**src/rtl/spi_link_sched.sv**
```systemverilog
// Command/telemetry scheduler between the SPI slave link and the pan/tilt motor driver.
// Validates and deduplicates MOSI frames, queues motor commands, and runs a link watchdog.
module spi_link_sched #(
   parameter int unsigned TIMEOUT_CYC = 5_000_000,
   parameter logic [7:0]  HOME_X      = 8'd128,
   parameter logic [6:0]  HOME_Y      = 7'd64
) (
   input  logic        clk,
   input  logic        reset,
   input  logic        cs_sync,
   input  logic        rx_valid,
   input  logic [7:0]  rx_xdata,
   input  logic [6:0]  rx_ydata,
   input  logic [16:0] rx_etc,
   input  logic        det_valid,
   input  logic [9:0]  det_x,
   input  logic [8:0]  det_y,
   output logic [9:0]  enemy_xdata,
   output logic [8:0]  enemy_ydata,
   output logic [12:0] miso_etc,
   output logic        cmd_valid,
   input  logic        cmd_ready,
   output logic [7:0]  cmd_x,
   output logic [6:0]  cmd_y,
   output logic [1:0]  cmd_type,
   output logic        link_ok
);

   localparam int unsigned WD_W = $clog2(TIMEOUT_CYC + 1);
   localparam logic [WD_W-1:0] WD_MAX = WD_W'(TIMEOUT_CYC);
   localparam logic [1:0] CMD_NOP  = 2'b00;
   localparam logic [1:0] CMD_HOME = 2'b10;

   typedef enum logic [1:0] {
      LINK_DOWN  = 2'b00,
      UP         = 2'b01,
      SAFE_ISSUE = 2'b10,
      SAFE       = 2'b11
   } state_t;

   state_t          r_state;
   logic            r_link_ok;
   logic [WD_W-1:0] r_wdog;
   logic [3:0]      r_seq_last;
   logic [3:0]      r_err_cnt;
   logic            r_overrun;

   logic            r_cmd_valid;
   logic [7:0]      r_cmd_x;
   logic [6:0]      r_cmd_y;
   logic [1:0]      r_cmd_type;
   logic            r_skid_full;
   logic [7:0]      r_skid_x;
   logic [6:0]      r_skid_y;
   logic [1:0]      r_skid_type;

   logic [9:0]      r_shadow_x;
   logic [8:0]      r_shadow_y;
   logic            r_det_fresh;
   logic [9:0]      r_enemy_x;
   logic [8:0]      r_enemy_y;
   logic [12:0]     r_miso_etc;

   logic [3:0]      w_seq;
   logic [1:0]      w_cmd;
   logic            w_chk_ok;
   logic            w_good;
   logic            w_bad;
   logic            w_new;
   logic            w_enq;
   logic            w_xfer;
   logic            w_to_safe;
   logic            w_unused;

   assign w_seq     = rx_etc[16:13];
   assign w_cmd     = rx_etc[12:11];
   assign w_chk_ok  = (rx_etc[7:0] == (rx_xdata ^ {1'b0, rx_ydata} ^ rx_etc[16:9]));
   assign w_good    = rx_valid & w_chk_ok;
   assign w_bad     = rx_valid & ~w_chk_ok;
   assign w_new     = w_good & (w_seq != r_seq_last);
   assign w_enq     = w_new & (w_cmd != CMD_NOP);
   assign w_xfer    = r_cmd_valid & cmd_ready;
   assign w_to_safe = (r_state == UP) & ~w_good & (r_wdog == WD_MAX);

   // Overrun is a sticky debug flag with no port of its own; reserved bit 8 carries no meaning.
   assign w_unused  = ^{rx_etc[8], r_overrun};

   // Link state, watchdog, sequence tracking and error counter.
   always_ff @(posedge clk or negedge reset) begin
      if (!reset) begin
         r_state    <= LINK_DOWN;
         r_link_ok  <= 1'b0;
         r_wdog     <= '0;
         r_seq_last <= 4'hF;
         r_err_cnt  <= 4'd0;
      end else begin
         if (w_good)
            r_wdog <= '0;
         else if (r_wdog != WD_MAX)
            r_wdog <= r_wdog + WD_W'(1);

         if (w_new)
            r_seq_last <= w_seq;

         if (w_bad && (r_err_cnt != 4'hF))
            r_err_cnt <= r_err_cnt + 4'd1;

         case (r_state)
            LINK_DOWN: begin
               if (w_good) begin
                  r_state   <= UP;
                  r_link_ok <= 1'b1;
               end
            end
            UP: begin
               if (w_to_safe) begin
                  r_state   <= SAFE_ISSUE;
                  r_link_ok <= 1'b0;
               end
            end
            SAFE_ISSUE: begin
               if (w_new) begin
                  r_state   <= UP;
                  r_link_ok <= 1'b1;
               end else if (w_xfer) begin
                  r_state   <= SAFE;
               end
            end
            SAFE: begin
               if (w_new) begin
                  r_state   <= UP;
                  r_link_ok <= 1'b1;
               end
            end
            default: begin
               r_state   <= LINK_DOWN;
               r_link_ok <= 1'b0;
            end
         endcase
      end
   end

   // Output slot plus one-deep skid buffer; the skid entry always precedes any new frame.
   always_ff @(posedge clk or negedge reset) begin
      if (!reset) begin
         r_cmd_valid <= 1'b0;
         r_cmd_x     <= 8'd0;
         r_cmd_y     <= 7'd0;
         r_cmd_type  <= 2'b00;
         r_skid_full <= 1'b0;
         r_skid_x    <= 8'd0;
         r_skid_y    <= 7'd0;
         r_skid_type <= 2'b00;
         r_overrun   <= 1'b0;
      end else if (w_to_safe) begin
         r_cmd_valid <= 1'b1;
         r_cmd_x     <= HOME_X;
         r_cmd_y     <= HOME_Y;
         r_cmd_type  <= CMD_HOME;
         r_skid_full <= 1'b0;
      end else if (w_xfer) begin
         if (r_skid_full) begin
            r_cmd_x    <= r_skid_x;
            r_cmd_y    <= r_skid_y;
            r_cmd_type <= r_skid_type;
            if (w_enq) begin
               r_skid_x    <= rx_xdata;
               r_skid_y    <= rx_ydata;
               r_skid_type <= w_cmd;
            end else begin
               r_skid_full <= 1'b0;
            end
         end else if (w_enq) begin
            r_cmd_x    <= rx_xdata;
            r_cmd_y    <= rx_ydata;
            r_cmd_type <= w_cmd;
         end else begin
            r_cmd_valid <= 1'b0;
         end
      end else if (w_enq) begin
         if (!r_cmd_valid) begin
            r_cmd_valid <= 1'b1;
            r_cmd_x     <= rx_xdata;
            r_cmd_y     <= rx_ydata;
            r_cmd_type  <= w_cmd;
         end else begin
            if (r_skid_full)
               r_overrun <= 1'b1;
            r_skid_full <= 1'b1;
            r_skid_x    <= rx_xdata;
            r_skid_y    <= rx_ydata;
            r_skid_type <= w_cmd;
         end
      end
   end

   // Tracker shadows and MISO-side registers, frozen while chip select is asserted.
   always_ff @(posedge clk or negedge reset) begin
      if (!reset) begin
         r_shadow_x  <= 10'd0;
         r_shadow_y  <= 9'd0;
         r_det_fresh <= 1'b0;
         r_enemy_x   <= 10'd0;
         r_enemy_y   <= 9'd0;
         r_miso_etc  <= 13'd0;
      end else begin
         if (det_valid) begin
            r_shadow_x  <= det_x;
            r_shadow_y  <= det_y;
            r_det_fresh <= 1'b1;
         end else if (rx_valid) begin
            r_det_fresh <= 1'b0;
         end

         if (cs_sync) begin
            r_enemy_x  <= r_shadow_x;
            r_enemy_y  <= r_shadow_y;
            r_miso_etc <= {r_seq_last, r_det_fresh, r_link_ok, r_cmd_valid, r_err_cnt, r_state};
         end
      end
   end

   assign enemy_xdata = r_enemy_x;
   assign enemy_ydata = r_enemy_y;
   assign miso_etc    = r_miso_etc;
   assign cmd_valid   = r_cmd_valid;
   assign cmd_x       = r_cmd_x;
   assign cmd_y       = r_cmd_y;
   assign cmd_type    = r_cmd_type;
   assign link_ok     = r_link_ok;

endmodule

```
**config.mk**
```make
export PLATFORM = sky130hd
export DESIGN_NAME = spi_link_sched
export DESIGN_NICKNAME = d
export VERILOG_FILES = /design/src/rtl/spi_link_sched.sv
export SDC_FILE = /design/constraint.sdc
export NUM_CORES = 1
export LEC_CHECK = 0
export ABC_CLOCK_PERIOD_IN_PS = 5200
export CORE_ASPECT_RATIO = 1.4
export CORE_UTILIZATION = 30
export CTS_BUF_LIST = sky130_fd_sc_hd__clkbuf_16
export CTS_CLUSTER_SIZE = 12
export DETAILED_ROUTE_END_ITERATION = 16
export DONT_BUFFER_PORTS = 1
export PLACE_DENSITY_LB_ADDON = 0.1
export SLEW_MARGIN = 40
export SYNTH_ARGS = -nofsm -noshare
export SYNTH_HDL_FRONTEND = slang
export SYNTH_SLANG_ARGS = --single-unit
```
**constraint.sdc**
```tcl
create_clock -name clk -period 5.2 [get_ports clk]
set_clock_uncertainty 0.05 [all_clocks]
set_input_delay 1.04 -clock clk [delete_from_list [all_inputs] [get_ports clk]]
set_output_delay 1.04 -clock clk [all_outputs]
set_load 0.02 [all_outputs]
```
# Word level (Yosys, flattened, before mapping)
# Cells that the tools add are included.
# W data, S select, Z words.
# word_totals
regBits	122
output_inout_bits	51
wordCells	121
# op_classes
add_sub_neg	2
eq_ne	17
n_mux	55
n_bitwise	12
n_reduce_logical	16
# op_table
cell	count
$mux W8	10
$mux W7	10
$mux W23	2
$mux W2	15
$add A23 B1 Y23 const B	1
$eq A23 B23 Y1 const B	1
$ne A23 B23 Y1 const B	1
$mux W1	16
$reduce_and A3 Y1	3
$reduce_bool A3 Y1	3
$eq A8 B8 Y1	1
$ne A2 B2 Y1 const B	4
$pmux W2 S4	1
$reduce_and A4 Y1	2
$reduce_bool A2 Y1	4
$xor A8 B7 Y8	1
$xor A8 B8 Y8	1
$and A1 B1 Y1	7
$ne A3 B2 Y1 const B	2
$add A4 B1 Y4 const B	1
$eq A2 B2 Y1 const B	2
$ne A4 B4 Y1	1
$ne A4 B4 Y1 const B	1
$ne A3 B1 Y1 const B	1
9 further kinds	11

# Logic depth before layout (Yosys ltp)
# logic_depth
word_depth	10
depth_mapped	9
depth_no_buf	9

# Worst setup path before layout
# No wires, ideal clock.
# synth_timing
path_type	input to register
from	in rx_etc[12]
to	reg r_skid_x[0]
setup_ps	125
arrival_ps	2852
setup_slack_ps	2173
stages	7
path_buffers	1
cell_sequence	xor2_1 xnor2_1 nor4b_2 nand2_2 nor4_4 buf_8 mux2_4
# synth_between
elab_chain_len	8
word_cells_on_any_way	11
# synth_rtl
element	line	source
start, declared	14	input logic [16:0] rx_etc,
$xor A8 B8 Y8	77	assign w_chk_ok = (rx_etc[7:0] == (rx_xdata ^ {1'b0, rx_ydata} ^ rx_etc[16:9]));
$eq A8 B8 Y1	77	
$and A1 B1 Y1	78	assign w_good = rx_valid & w_chk_ok;
$not A1 Y1	83	assign w_to_safe = (r_state == UP) & ~w_good & (r_wdog == WD_MAX);
$and A1 B1 Y1 (2 in a row)	83	
$not A1 Y1 (no line)	n/a	
$reduce_and A4 Y1 (no line) (*)	n/a	
end signal, assigned	167	r_skid_x <= rx_xdata;
end signal, assigned	190	r_skid_x <= rx_xdata;
end, declared	53	logic [7:0] r_skid_x;
# Every way passes the cells marked *; elsewhere a longest branch is shown, timed or not.
# A chain may end at the register's enable or synchronous reset.

# Final worst setup path
# layout_timing
from	in rx_etc[16]
to	reg r_skid_type[0]
# layout_between
elab_chain_len	8
word_cells_on_any_way	11
# layout_rtl
element	line	source
$xor A8 B8 Y8	77	
$eq A8 B8 Y1	77	
$and A1 B1 Y1	78	
$not A1 Y1	83	
$and A1 B1 Y1 (2 in a row)	83	
$not A1 Y1 (no line)	n/a	
$reduce_and A4 Y1 (no line) (*)	n/a	
end signal, assigned	169	r_skid_type <= w_cmd;
end signal, assigned	192	r_skid_type <= w_cmd;
end, declared	55	logic [1:0] r_skid_type;
# Marks and branches as above.

==> metrics <==
setup TNS=0 ns; via count=3316; fraction of registers with async set/reset=100.0%; gp weighted congestion=0.6927; CTS sink count=roughly 120; fraction of layout cells with a size suffix above 1=around 31%; crit path max-delay cell type=nor4_4; Layout Nets=roughly 500; R2R setup slack=about 2.3 ns; switch share=between 20 and 30%; die area=~19000 µm²; starting density of the core=a little under a third; Core Box Area=between 15000 and 20000 µm²; Tot Pwr=approximately 3 mW; # setup viols final=0; Die Wd=118.2 µm; pwr dens=between 400 and 500 nW/µm²; Synth Net Count=500; HPWL after DPL=about 8600 µm; HP Class=in2async; Seq/Total Area, Yosys=53.90%; Root Driver=clkbuf_16; Worst VDD drop=0.1953 mV; r2r worst-path depth=8; CP cell instances=xnor2_1, xnor2_1, nor4b_2, nand2_2, nor4_4, buf_4, mux2_2; CP endpoint kind=flop; global route overflow=0; area growth from synthesis to layout=15.77%; Routed Antenna Nets=0; Tmin final=3.337 ns; MaxCap Viol Count=0; RSZ-0062 raised after global routing=no; Reg-to-Reg Start=r_wdog[0]; Mapped Area=approximately 5700 µm²; Ys Warns=0; Clk network pwr share=approximately two fifths; Die Ht=~160 µm; # H-tree levels=4; Detailed Routing Iterations Pass 1=4; Post-Syn Area per Cell=around 13 µm²; cts bufs inserted=17; P_sw=0.8659 mW; Worst path max stage delay=0.77 ns; std cell rows=59; max frequency=about 300 MHz; antenna violations before repair=0; hold buffers post-CTS=0; later-pin clock latency in the skew report=a little over 0.4 ns; largest net degree at the start of global routing=between 100 and 150; Max Slew Vio Count=0; crit path kind=in2reg; vias in the first global route=~3700; Ports=roughly 110; status=finished clean; most used cell along the critical path=xnor2_1; CTS tree=yes; DR iter-0 viols=approximately 170; Critical Path Source=rx_etc[16]; main flop type after synthesis=dfrtp_1; Reg power frac=approximately 47%; Setup Buffers After CTS=0; final hold violation count=0; leakage=between 2 and 3 nW; startpoint types=input pin; first-pass GRT wire length=between 20000 and 25000 µm; reg2reg end=cmd_type[0]; Int Power=around 2.1 mW; # DRC=0; crit path DAT=approximately 3.6 ns; WL/cell=17.73 µm; WP data required=5.44 ns; Ant. Diodes=0; post-cts resize count=0; Vias/cell=4.724; Port Buf Inserts=0; GRT Overall Usage=14.14%; Slew HR=46.68%; synth unique cells=47; FF+latch count, synth=roughly 120; CTS max path bufs=2; slew of the pin with the lowest slew margin=0.7938 ns; Post-Synthesis Cells=about 440; final wirelength=12450 µm; number of flops mapped to enable cells by yosys=0; Crit Path Max Fanout=9; fillers=~1800; Final period util=64.18%; Comb pwr share=between 10% and 20%; Clk pin slew, worst setup/hold paths=0.06 ns
==> critical path: cells and delay by family <==
| family | cells | cell delay [ns] |
|---|---|---|
| xor+xnor | 2 | 0.44 |
| buf+inv | 1 | 0.34 |
| mux | 1 | 0.35 |
| simple gates | 3 | 1.40 |
==> cells by family after synthesis <==
| logic type | after synthesis | synth area share [%] |
|---|---|---|
| mux | 108 | 21.68 |
| fa+ha+maj | 7 | 1.544 |
| compound gates | 19 | 2.911 |
| simple gates | 105 | 9.947 |
| xor+xnor | 51 | 7.874 |
| flops | 122 | 53.90 |
| buf+inv | 24 | 2.139 |
==> cell type report <==
cell class	count	area, µm²	share of cell area, %
timing repair buffer	5	37.54	0.5715
multi-input combinational	290	2507	38.18
clock inverter	14	196.4	2.991
sequential	122	3058	46.56
clock buffer	17	425.4	6.477
inverter	10	37.54	0.5715
tap	244	305.3	4.649
==> worst max-delay path by stage <==
stage	endpoint	slack, ns	depth (start not counted)
after floorplan	r_skid_x[0]	2.17	7
final	r_skid_type[0]	1.86	7
after CTS	r_skid_type[0]	1.85	7
after global placement	r_skid_y[1]	1.48	7
after detailed placement	r_skid_y[1]	1.39	7
after global routing	r_skid_type[0]	1.72	7
==> sequential cells by signal, indices dropped and copies added (netlist names), 8 cells and up <==
signal / cells
miso_etc: 13
enemy_xdata: 10
r_wdog: 23
r_shadow_y: 9
r_skid_x: 8
r_shadow_x: 10
cmd_x: 8
enemy_ydata: 9
==> routing by layer <==
metal	GRT usage (%)	wire length, µm	vias up
met5	0	0	-
met4	5.594	153	0
met3	5.594	866	10
met2	23.16	6275	87
met1	16.59	5150	1686
li1	-	-	1533
==> power groups by stage <==
stage	sequential (mW)	combinational, mW	clock, mW
floorplan	1.37	0.295	0
global placement	1.42	0.324	0
detailed placement	1.42	0.336	0
CTS	1.41	0.338	1.30
global route	1.43	0.379	1.34
finish	1.40	0.330	1.25
==> cells in the final DEF, fill, tap and decap left out, types with 5 or more instances in the layout <==
master	synthesis	routed
xnor2_1	27	27
nand2_1	14	13
ha_1	7	7
nand3_1	11	11
mux2_4	10	10
mux2i_1	19	19
mux2_2	78	78
xor2_1	24	24
buf_4	1	5
dfrtp_1	118	118
nor2_1	46	46
inv_1	10	10
and2_1	5	5
clkbuf_16	0	17
==> synth_stat cells, types with 5 or more instances <==
cell type	n	share of area, %
inv_1	10	0.66
dfrtp_1	118	52
ha_1	7	1.5
nand2_1	14	0.93
mux2_2	78	15
and2_1	5	0.55
nor2_1	46	3.0
xor2_1	24	3.7
nand3_1	11	0.97
mux2i_1	19	3.4
clkbuf_1	6	0.40
xnor2_1	27	4.2
mux2_4	10	2.6
==> metrics by stage <==
step / worst slack [ns] / instances / hold slack [ns] / util [%] / area, µm²
2_1_floorplan: 2.173 / 436 / 0.3982 / - / 5673
3_3_place_gp: 1.479 / 671 / 0.4137 / 32.01 / 5932
3_5_place_dp: 1.390 / 671 / 0.4215 / 32.09 / 5946
4_1_cts: 1.848 / 702 / 0.2422 / 35.44 / 6568
5_1_grt: 1.715 / 702 / 0.2414 / 35.44 / 6568
6_report: 1.863 / 702 / 0.2720 / 35.44 / 6568
No activity file was read; power rests on OpenSTA's default activity.
